===== src/rtl/dl11_console.sv =====
// DL11-style console interface: RCSR/RBUF/XCSR/XBUF iopage registers and an 8N1 UART.
//
// state   | meaning
// S_IDLE  | line idle; tx waits for an XBUF write, rx waits for a falling edge
// S_START | start bit; tx drives 0, rx waits half a bit time to confirm it
// S_DATA  | eight data bits, LSB first, indexed by a 3-bit counter
// S_STOP  | stop bit; tx drives 1, rx samples it and delivers the character
module dl11_console #(
    parameter int          CLKS_PER_BIT = 434,
    parameter logic [12:0] BASE_ADDR    = 13'o17560
) (
    input  logic        clk,
    input  logic        reset,
    input  logic [12:0] iopage_addr,
    input  logic [15:0] data_in,
    output logic [15:0] data_out,
    output logic        decode,
    input  logic        iopage_rd,
    input  logic        iopage_wr,
    input  logic        iopage_byte_op,
    input  logic        rs232_rx,
    output logic        rs232_tx,
    output logic        rx_int,
    output logic        tx_int
);

    localparam int CNT_W = $clog2(CLKS_PER_BIT);
    localparam logic [CNT_W-1:0] BIT_LAST  = CNT_W'(CLKS_PER_BIT - 1);
    localparam logic [CNT_W-1:0] HALF_LAST = CNT_W'(CLKS_PER_BIT / 2 - 1);
    localparam logic [CNT_W-1:0] CNT_ONE   = CNT_W'(1);

    typedef enum logic [1:0] {S_IDLE, S_START, S_DATA, S_STOP} uart_state_t;

    logic       rie, tie, rdy, done, ovr, frm;
    logic [7:0] rbuf;

    logic [1:0]  reg_sel;
    logic [15:0] rd_word;
    logic        wr_ok, rcsr_wr, xcsr_wr, xbuf_wr, rbuf_rd;
    logic        unused_data;

    uart_state_t      tx_state, tx_state_n;
    logic [CNT_W-1:0] tx_cnt, tx_cnt_n;
    logic [2:0]       tx_idx, tx_idx_n;
    logic [7:0]       tx_data, tx_data_n;
    logic             tx_line, tx_line_n;
    logic             tx_load, tx_done;

    uart_state_t      rx_state, rx_state_n;
    logic [CNT_W-1:0] rx_cnt, rx_cnt_n;
    logic [2:0]       rx_idx, rx_idx_n;
    logic [7:0]       rx_shift, rx_shift_n;
    logic             rx_s1, rx_s2, rx_prev;
    logic             rx_fall, rx_deliver;

    assign decode      = (iopage_addr[12:3] == BASE_ADDR[12:3]);
    assign reg_sel     = iopage_addr[2:1];
    assign unused_data = ^data_in[15:8];

    // Odd-address byte writes never reach a register.
    assign wr_ok   = decode && iopage_wr && !(iopage_byte_op && iopage_addr[0]);
    assign rcsr_wr = wr_ok && (reg_sel == 2'd0);
    assign xcsr_wr = wr_ok && (reg_sel == 2'd2);
    assign xbuf_wr = wr_ok && (reg_sel == 2'd3);
    assign rbuf_rd = decode && iopage_rd && (reg_sel == 2'd1);

    assign rx_int   = done & rie;
    assign tx_int   = rdy & tie;
    assign rs232_tx = tx_line;

    always_comb begin
        rd_word = '0;
        case (reg_sel)
            2'd0:    rd_word = {8'b0, done, rie, 6'b0};
            2'd1:    rd_word = {ovr | frm, ovr, frm, 5'b0, rbuf};
            2'd2:    rd_word = {8'b0, rdy, tie, 6'b0};
            default: rd_word = '0;
        endcase
        data_out = '0;
        if (decode && iopage_rd) begin
            if (iopage_byte_op)
                data_out = {8'b0, iopage_addr[0] ? rd_word[15:8] : rd_word[7:0]};
            else
                data_out = rd_word;
        end
    end

    // The line level is registered alongside the state so it changes exactly at bit boundaries.
    always_comb begin
        tx_state_n = tx_state;
        tx_cnt_n   = tx_cnt;
        tx_idx_n   = tx_idx;
        tx_data_n  = tx_data;
        tx_line_n  = tx_line;
        tx_load    = 1'b0;
        tx_done    = 1'b0;
        case (tx_state)
            S_IDLE: begin
                tx_line_n = 1'b1;
                if (xbuf_wr && rdy) begin
                    tx_state_n = S_START;
                    tx_cnt_n   = BIT_LAST;
                    tx_data_n  = data_in[7:0];
                    tx_line_n  = 1'b0;
                    tx_load    = 1'b1;
                end
            end
            S_START: begin
                if (tx_cnt == '0) begin
                    tx_state_n = S_DATA;
                    tx_cnt_n   = BIT_LAST;
                    tx_idx_n   = 3'd0;
                    tx_line_n  = tx_data[0];
                end else begin
                    tx_cnt_n = tx_cnt - CNT_ONE;
                end
            end
            S_DATA: begin
                if (tx_cnt == '0) begin
                    tx_cnt_n = BIT_LAST;
                    if (tx_idx == 3'd7) begin
                        tx_state_n = S_STOP;
                        tx_line_n  = 1'b1;
                    end else begin
                        tx_idx_n  = tx_idx + 3'd1;
                        tx_line_n = tx_data[tx_idx + 3'd1];
                    end
                end else begin
                    tx_cnt_n = tx_cnt - CNT_ONE;
                end
            end
            S_STOP: begin
                if (tx_cnt == '0) begin
                    tx_state_n = S_IDLE;
                    tx_done    = 1'b1;
                end else begin
                    tx_cnt_n = tx_cnt - CNT_ONE;
                end
            end
            default: tx_state_n = S_IDLE;
        endcase
    end

    always_ff @(posedge clk) begin
        if (reset) begin
            tx_state <= S_IDLE;
            tx_cnt   <= '0;
            tx_idx   <= '0;
            tx_data  <= '0;
            tx_line  <= 1'b1;
        end else begin
            tx_state <= tx_state_n;
            tx_cnt   <= tx_cnt_n;
            tx_idx   <= tx_idx_n;
            tx_data  <= tx_data_n;
            tx_line  <= tx_line_n;
        end
    end

    assign rx_fall = rx_prev & ~rx_s2;

    always_comb begin
        rx_state_n = rx_state;
        rx_cnt_n   = rx_cnt;
        rx_idx_n   = rx_idx;
        rx_shift_n = rx_shift;
        rx_deliver = 1'b0;
        case (rx_state)
            S_IDLE: begin
                if (rx_fall) begin
                    rx_state_n = S_START;
                    rx_cnt_n   = HALF_LAST;
                end
            end
            S_START: begin
                if (rx_cnt == '0) begin
                    if (rx_s2) begin
                        rx_state_n = S_IDLE;
                    end else begin
                        rx_state_n = S_DATA;
                        rx_cnt_n   = BIT_LAST;
                        rx_idx_n   = 3'd0;
                    end
                end else begin
                    rx_cnt_n = rx_cnt - CNT_ONE;
                end
            end
            S_DATA: begin
                if (rx_cnt == '0) begin
                    rx_shift_n = {rx_s2, rx_shift[7:1]};
                    rx_cnt_n   = BIT_LAST;
                    if (rx_idx == 3'd7)
                        rx_state_n = S_STOP;
                    else
                        rx_idx_n = rx_idx + 3'd1;
                end else begin
                    rx_cnt_n = rx_cnt - CNT_ONE;
                end
            end
            S_STOP: begin
                if (rx_cnt == '0) begin
                    rx_state_n = S_IDLE;
                    rx_deliver = 1'b1;
                end else begin
                    rx_cnt_n = rx_cnt - CNT_ONE;
                end
            end
            default: rx_state_n = S_IDLE;
        endcase
    end

    always_ff @(posedge clk) begin
        if (reset) begin
            rx_s1    <= 1'b1;
            rx_s2    <= 1'b1;
            rx_prev  <= 1'b1;
            rx_state <= S_IDLE;
            rx_cnt   <= '0;
            rx_idx   <= '0;
            rx_shift <= '0;
        end else begin
            rx_s1    <= rs232_rx;
            rx_s2    <= rx_s1;
            rx_prev  <= rx_s2;
            rx_state <= rx_state_n;
            rx_cnt   <= rx_cnt_n;
            rx_idx   <= rx_idx_n;
            rx_shift <= rx_shift_n;
        end
    end

    // A delivery on the same edge as an RBUF read takes priority; the read masks overrun.
    always_ff @(posedge clk) begin
        if (reset) begin
            rie  <= 1'b0;
            tie  <= 1'b0;
            rdy  <= 1'b1;
            done <= 1'b0;
            ovr  <= 1'b0;
            frm  <= 1'b0;
            rbuf <= '0;
        end else begin
            if (rcsr_wr)
                rie <= data_in[6];
            if (xcsr_wr)
                tie <= data_in[6];
            if (tx_load)
                rdy <= 1'b0;
            else if (tx_done)
                rdy <= 1'b1;
            if (rx_deliver) begin
                rbuf <= rx_shift;
                frm  <= ~rx_s2;
                ovr  <= done & ~rbuf_rd;
                done <= 1'b1;
            end else if (rbuf_rd) begin
                done <= 1'b0;
                ovr  <= 1'b0;
                frm  <= 1'b0;
            end
        end
    end

endmodule


===== config.mk =====
export PLATFORM = sky130hd
export DESIGN_NAME = dl11_console
export DESIGN_NICKNAME = d
export VERILOG_FILES = /design/src/rtl/dl11_console.sv
export SDC_FILE = /design/constraint.sdc
export NUM_CORES = 1
export LEC_CHECK = 0
export ABC_AREA = 0
export CORE_MARGIN = 8
export CORE_UTILIZATION = 48
export CTS_CLUSTER_DIAMETER = 30
export DETAILED_ROUTE_END_ITERATION = 6
export PLACE_DENSITY = 0.73
export SYNTH_ARGS = -nofsm -noshare
export SYNTH_HDL_FRONTEND = slang
export SYNTH_SLANG_ARGS = --single-unit

===== constraint.sdc =====
create_clock -name clk -period 2.6 [get_ports clk]
set_input_delay 0.65 -clock clk [delete_from_list [all_inputs] [get_ports clk]]
set_output_delay 0.65 -clock clk [all_outputs]
set_load 0.02 [all_outputs]

After elaboration in Yosys (flattened, before gate mapping)
Cells that the tools add are included.
{ "totals": {"reg_bits": 62, "elab_cells": 144, "inputBits": 35} }
{ "classes": {"bitwise_logic": 7, "mux": 55, "n_eq_ne": 28, "n_reduce_logical": 30, "n_addsub": 4, "n_lt_le_gt_ge": 1} }
{ "op_table": {"columns": ["op", "n"], "rows": [
  ["$mux 9", 8],
  ["$pmux 16 s3", 1],
  ["$pmux 9 s4", 1],
  ["$mux 16", 2],
  ["$ne 2x2->1 const B", 15],
  ["$pmux 9 s3", 1],
  ["$mux 2", 11],
  ["$mux 3", 7],
  ["$logic_not 9->1", 2],
  ["$sub 9x1->9 const B", 2],
  ["$mux 1", 17],
  ["$pmux 2 s4", 2],
  ["$reduce_and 5->1", 3],
  ["$eq 2x2->1 const B", 6],
  ["$pmux 3 s2", 2],
  ["$eq 10x10->1 const B", 1],
  ["$logic_and 1x1->1", 9],
  ["$mux 8", 1],
  ["$reduce_bool 2->1", 4],
  ["$add 3x1->3 const B", 2],
  ["$eq 2x1->1 const B", 3],
  ["$eq 3x3->1 const B", 2],
  ["$logic_not 2->1", 3],
  ["$reduce_and 2->1", 3],
  ["other kinds (12)", 17]
]} }

Depth between registers and ports, before layout
{ "logic_depth": {"depth_word": 8, "depth_mapped": 9, "depth_no_buf": 7} }

Least setup slack after synthesis
Ideal clock, no wire load.
{ "synth_path": {"path_kind": "in2out", "start": "in iopage_addr[3]", "end": "out data_out[13]", "arrival_time_ps": 2203, "path_stages": 5, "slack_ps": -253, "path_buffers": 0, "cell_sequence": "nand4b_1 nor3_1 nand3_1 nor2_1 and2_1"} }
{ "synth_between": {"elab_chain_len": 3} }
{ "synth_rtl": {"columns": ["element", "line_no", "text"], "rows": [
  ["start, declared", "14", "input logic [12:0] iopage_addr,"],
  ["$eq 10x10->1", "56", "assign decode = (iopage_addr[12:3] == BASE_ADDR[12:3]);"],
  ["via decode", "17", "output logic decode,"],
  ["$logic_and 1x1->1", "80", "if (decode && iopage_rd) begin"],
  ["$mux 16", "80", null],
  ["end, declared", "16", "output logic [15:0] data_out,"]
]} }
The timed path passes the listed nets, and every way through them passes these cells.

Worst setup path after layout
{ "layout_path": {"start": "in iopage_addr[10]", "end": "out data_out[5]"} }
{ "layout_between": {"elab_chain_len": 3} }
{ "layout_rtl": {"columns": ["element", "line_no"], "rows": [
  ["$eq 10x10->1", "56"],
  ["$logic_and 1x1->1", "80"],
  ["$mux 16", "80"]
]} }
Every way passes these cells.

==> summary.txt <==
Logic synthesis
  • Count of cell types in the netlist: 62
  • Fraction of registers with async set/reset: 0%
  • Flip-flop and latch count after synthesis: 62
  • Mapped Area: 3436 um^2
  • Fraction of the yosys area taken by sequential cells: 36.13%
  • Number of cells produced by synthesis: 411
  • Count of flip-flops with a built-in enable after synthesis: 0
  • Yosys warns: 0
  • Main flop type after synthesis: sky130_fd_sc_hd__dfxtp_1
  • Syn_area_per_cell: 8.360 um^2

Timing
  • Worst-Margin Slew: 0.7957 ns
  • Final worst path period share: 99.43%
  • Final setup slack of the worst path: 0.01471 ns
  • Final critical delay including setup and external delays: 2.585 ns
  • Final setup violation count: 0
  • Clock Skew: 0.008221 ns
  • Slew margin rel.: 46.47%
  • Final-layout setup total negative slack: 0 ns
  • Number of max-slew violations in the final report: 0
  • Achievable Freq: 0.3868 GHz
  • Hold Violations, Final: 0

Pwr
  • Leakage power summed over all cells: 1.907 nW
  • Power density normalized to cell area: 577.6 nW/um^2
  • Int Pwr: 0.001802 W
  • Register share of total power: 40.2%
  • Clock group share of total power: 41.6%
  • Switching power as a share of total power: 28.19%
  • Switch Pwr: 0.0007073 W
  • Worst supply voltage drop on vdd: 528.6 uV
  • Logic gate share of total power: 18.2%

GRT
  • Global-route wire length before repair: 13540 um
  • Overflow after GRT: 0
  • Antenna violations before repair: 0
  • Maximum number of pins on one net before global-route repair: 31
  • Overall routing resource usage: 16.23%
  • Vias in the first global route: 2969

Setup path
  • Data required time at the worst endpoint: 1.95 ns
  • Crit path DAT: 1.94 ns
  • R2R Setup Slk: 0.23 ns
  • Worst R2R Start: tx_cnt[0]$_SDFFE_PP0P_
  • Startpoint class of the critical path: input pin
  • Depth of the worst register-to-register path: 7
  • Launching element of the worst setup path: iopage_addr[10]
  • Critical path class: input pin to output pin
  • Endpoint type of the worst setup path: output pin
  • Reg-to-reg critical path endpoint: tx_state[1]$_SDFFE_PP0P_
  • Largest fanout on the critical path: 3

Clock network
  • Total clock buffers created by CTS: 9
  • CTS root buffer: sky130_fd_sc_hd__clkbuf_8
  • Number of H-tree levels: 3
  • Number of buffers on the longest clock path: 2
  • Clock insertion delay at the later pin of the skew report: 0.34 ns
  • TritonCTS clock tree: yes
  • Number of sinks handled by clock tree synthesis: 62
  • Clock transition time at the flip-flop clock pins of the worst setup and hold paths: 0.07 ns

Die
  • Width of the die: 100.6 um
  • Row count: 31
  • Area of the core: 7098 um^2
  • Die extent in y: 100.6 um
  • Initial Utilization: 48.40%
  • I/O pin total: 55
  • Die outline area: 10120 um^2

Drt
  • Number of remaining DRC errors: 0
  • Post-DRT Antenna Nets: 0
  • Total Routed Length: 7956 um
  • Number of vias per cell: 5.464
  • Routed length per instance: 13.88 um
  • DRC marker count from the first detailed-route iteration: 110
  • Total via count in the routed design: 3131
  • Number of detailed-routing iterations run before antenna repair: 4

Status
  • Outcome: complete, no violations

Cells and area
  • Layout Nets: 521
  • # fillers: 639
  • Post-synthesis to final-layout area growth: 26.44%
  • Ratio of cells with drive above 1 in the final layout: 17.93%
  • Antenna diode count: 0

Placement
  • Pre-CTS setup slack: -0.6339 ns
  • Count of buffers from port buffering: 41
  • HPWL Detailed: 5754 um
  • Placer congestion estimate: 0.8518

Worst hold path
  • Startpoint of the most critical hold path: rx_s1$_SDFF_PP1_
  • Worst min-delay path endpoint: rx_s2$_SDFF_PP1_
  • Count of cells along the worst hold path: 1
  • Type of the tightest min-delay check: flip-flop to flip-flop

Job
  • Number of maximum-capacitance constraint violations: 0
==> through the flow <==
step                cells  area [um^2]  power (W)  utilization, %  hold WS, ns
floorplan             415         3456   0.001356               -       0.3895
global placement      555         4041   0.001472           56.94       0.4370
detailed placement    555         4041   0.001482           56.94       0.4472
CTS                   572         4294   0.002521           60.50       0.4645
global route          573         4344   0.002630           61.20       0.4864
finish                573         4344   0.002509           61.20       0.4588
==> power by group through the flow <==
stage	registers, W	clock network (W)	logic (W)
6_report	0.00101	0.00104	0.000456
3_5_place_dp	0.00103	0	0.000451
5_1_grt	0.00101	0.00111	0.000505
4_1_cts	0.00101	0.00106	0.000452
2_1_floorplan	0.00102	0	0.000333
3_3_place_gp	0.00103	0	0.000442
==> logic make-up after synthesis <==
kind of cell             synth area share [%]
other                                  0.1091
multiplexers                            8.230
adder cells (fa/ha/maj)                 6.191
buffers and inverters                   5.025
flip-flops                              36.13
AND/OR/NAND/NOR                         25.75
AO/OA/AOI/OAI                           18.57
==> cells in the mapped netlist, types with 5 or more instances <==
| cell type | number | area share, % |
|---|---|---|
| sky130_fd_sc_hd__o21ai_0 | 11 | 1.6 |
| sky130_fd_sc_hd__a211oi_1 | 5 | 1.1 |
| sky130_fd_sc_hd__inv_1 | 15 | 1.6 |
| sky130_fd_sc_hd__mux2i_1 | 26 | 7.6 |
| sky130_fd_sc_hd__a21oi_1 | 38 | 5.5 |
| sky130_fd_sc_hd__nand2_1 | 43 | 4.7 |
| sky130_fd_sc_hd__or2_2 | 5 | 0.91 |
| sky130_fd_sc_hd__and2_1 | 13 | 2.4 |
| sky130_fd_sc_hd__a21o_1 | 5 | 1.1 |
| sky130_fd_sc_hd__nand3_1 | 16 | 2.3 |
| sky130_fd_sc_hd__ha_1 | 17 | 6.2 |
| sky130_fd_sc_hd__dfxtp_1 | 62 | 36 |
| sky130_fd_sc_hd__buf_4 | 6 | 1.3 |
| sky130_fd_sc_hd__nor2_1 | 50 | 5.5 |
| sky130_fd_sc_hd__clkbuf_1 | 14 | 1.5 |
| sky130_fd_sc_hd__nor4_1 | 6 | 1.1 |
==> critical path, cell delays in order <==
cell,delay [ns]
sky130_fd_sc_hd__dlygate4sd2_1,0.21
sky130_fd_sc_hd__nand4b_1,0.18
sky130_fd_sc_hd__nor3_4,0.31
sky130_fd_sc_hd__nand3_2,0.16
sky130_fd_sc_hd__buf_6,0.15
sky130_fd_sc_hd__a21oi_2,0.12
sky130_fd_sc_hd__buf_4,0.16
==> placed cells by master, fill, tap and decap left out, drive strengths merged, types with 4 or more instances in the layout <==
cell type,n
a211oi,6
a21o,5
a21oi,39
and2,13
and3,4
buf,37
clkbuf,10
clkdlybuf4s50,17
conb,5
dfxtp,62
dlygate4sd2,7
ha,17
inv,16
mux2i,26
nand2,43
nand3,16
nand4,4
nor2,50
nor3,4
nor4,7
o21ai,12
o221a,4
or2,5
==> registers in the layout, indices dropped and copies added, names as in the netlist, named ones only <==
name      count
tx_state      2
rs232_tx      1
tie           1
rie           1
rx_shift      8
tx_data       8
rx_prev       1
rx_cnt        9
tx_cnt        9
done          1
rx_s1         1
rx_state      1
rx_idx        3
ovr           1
tx_idx        3
rbuf          8
frm           1
rdy           1
rx_s2         1
==> per-layer routing <==
metal	routed length (um)	global-route usage [%]	vias up
li1	-	-	1586
met1	3369	18.56	1480
met2	4167	29.14	58
met3	338	3.867	7
met4	81	4.419	0
met5	0	0	-
==> how the worst max path moves through the flow <==
stage,cells past startpoint,endpoint
global route,7,data_out[15]
global placement,7,data_out[13]
finish,7,data_out[5]
CTS,7,data_out[5]
detailed placement,7,data_out[5]
floorplan,5,data_out[13]
==> area by class of cell <==
class	instances	area (um^2)	area share [%]
Clock buffer	9	123.9	2.851
Clock inverter	7	121.4	2.794
Inverter	15	56.30	1.296
Multi-Input combinational cell	315	2095	48.21
Sequential cell	62	1241	28.57
Tap cell	99	123.9	2.851
Timing Repair Buffer	66	583.1	13.42
==> what timing repair did <==
action | in CTS | in global routing
setup buffers | 1 | 1
gates resized for setup | 75 | 17
hold buffers | 0 | 0
pin swaps | 5 | 4
gates cloned | 0 | 0
endpoints found under the setup margin | 12 | 11
Power figures use the tool's default switching activity.
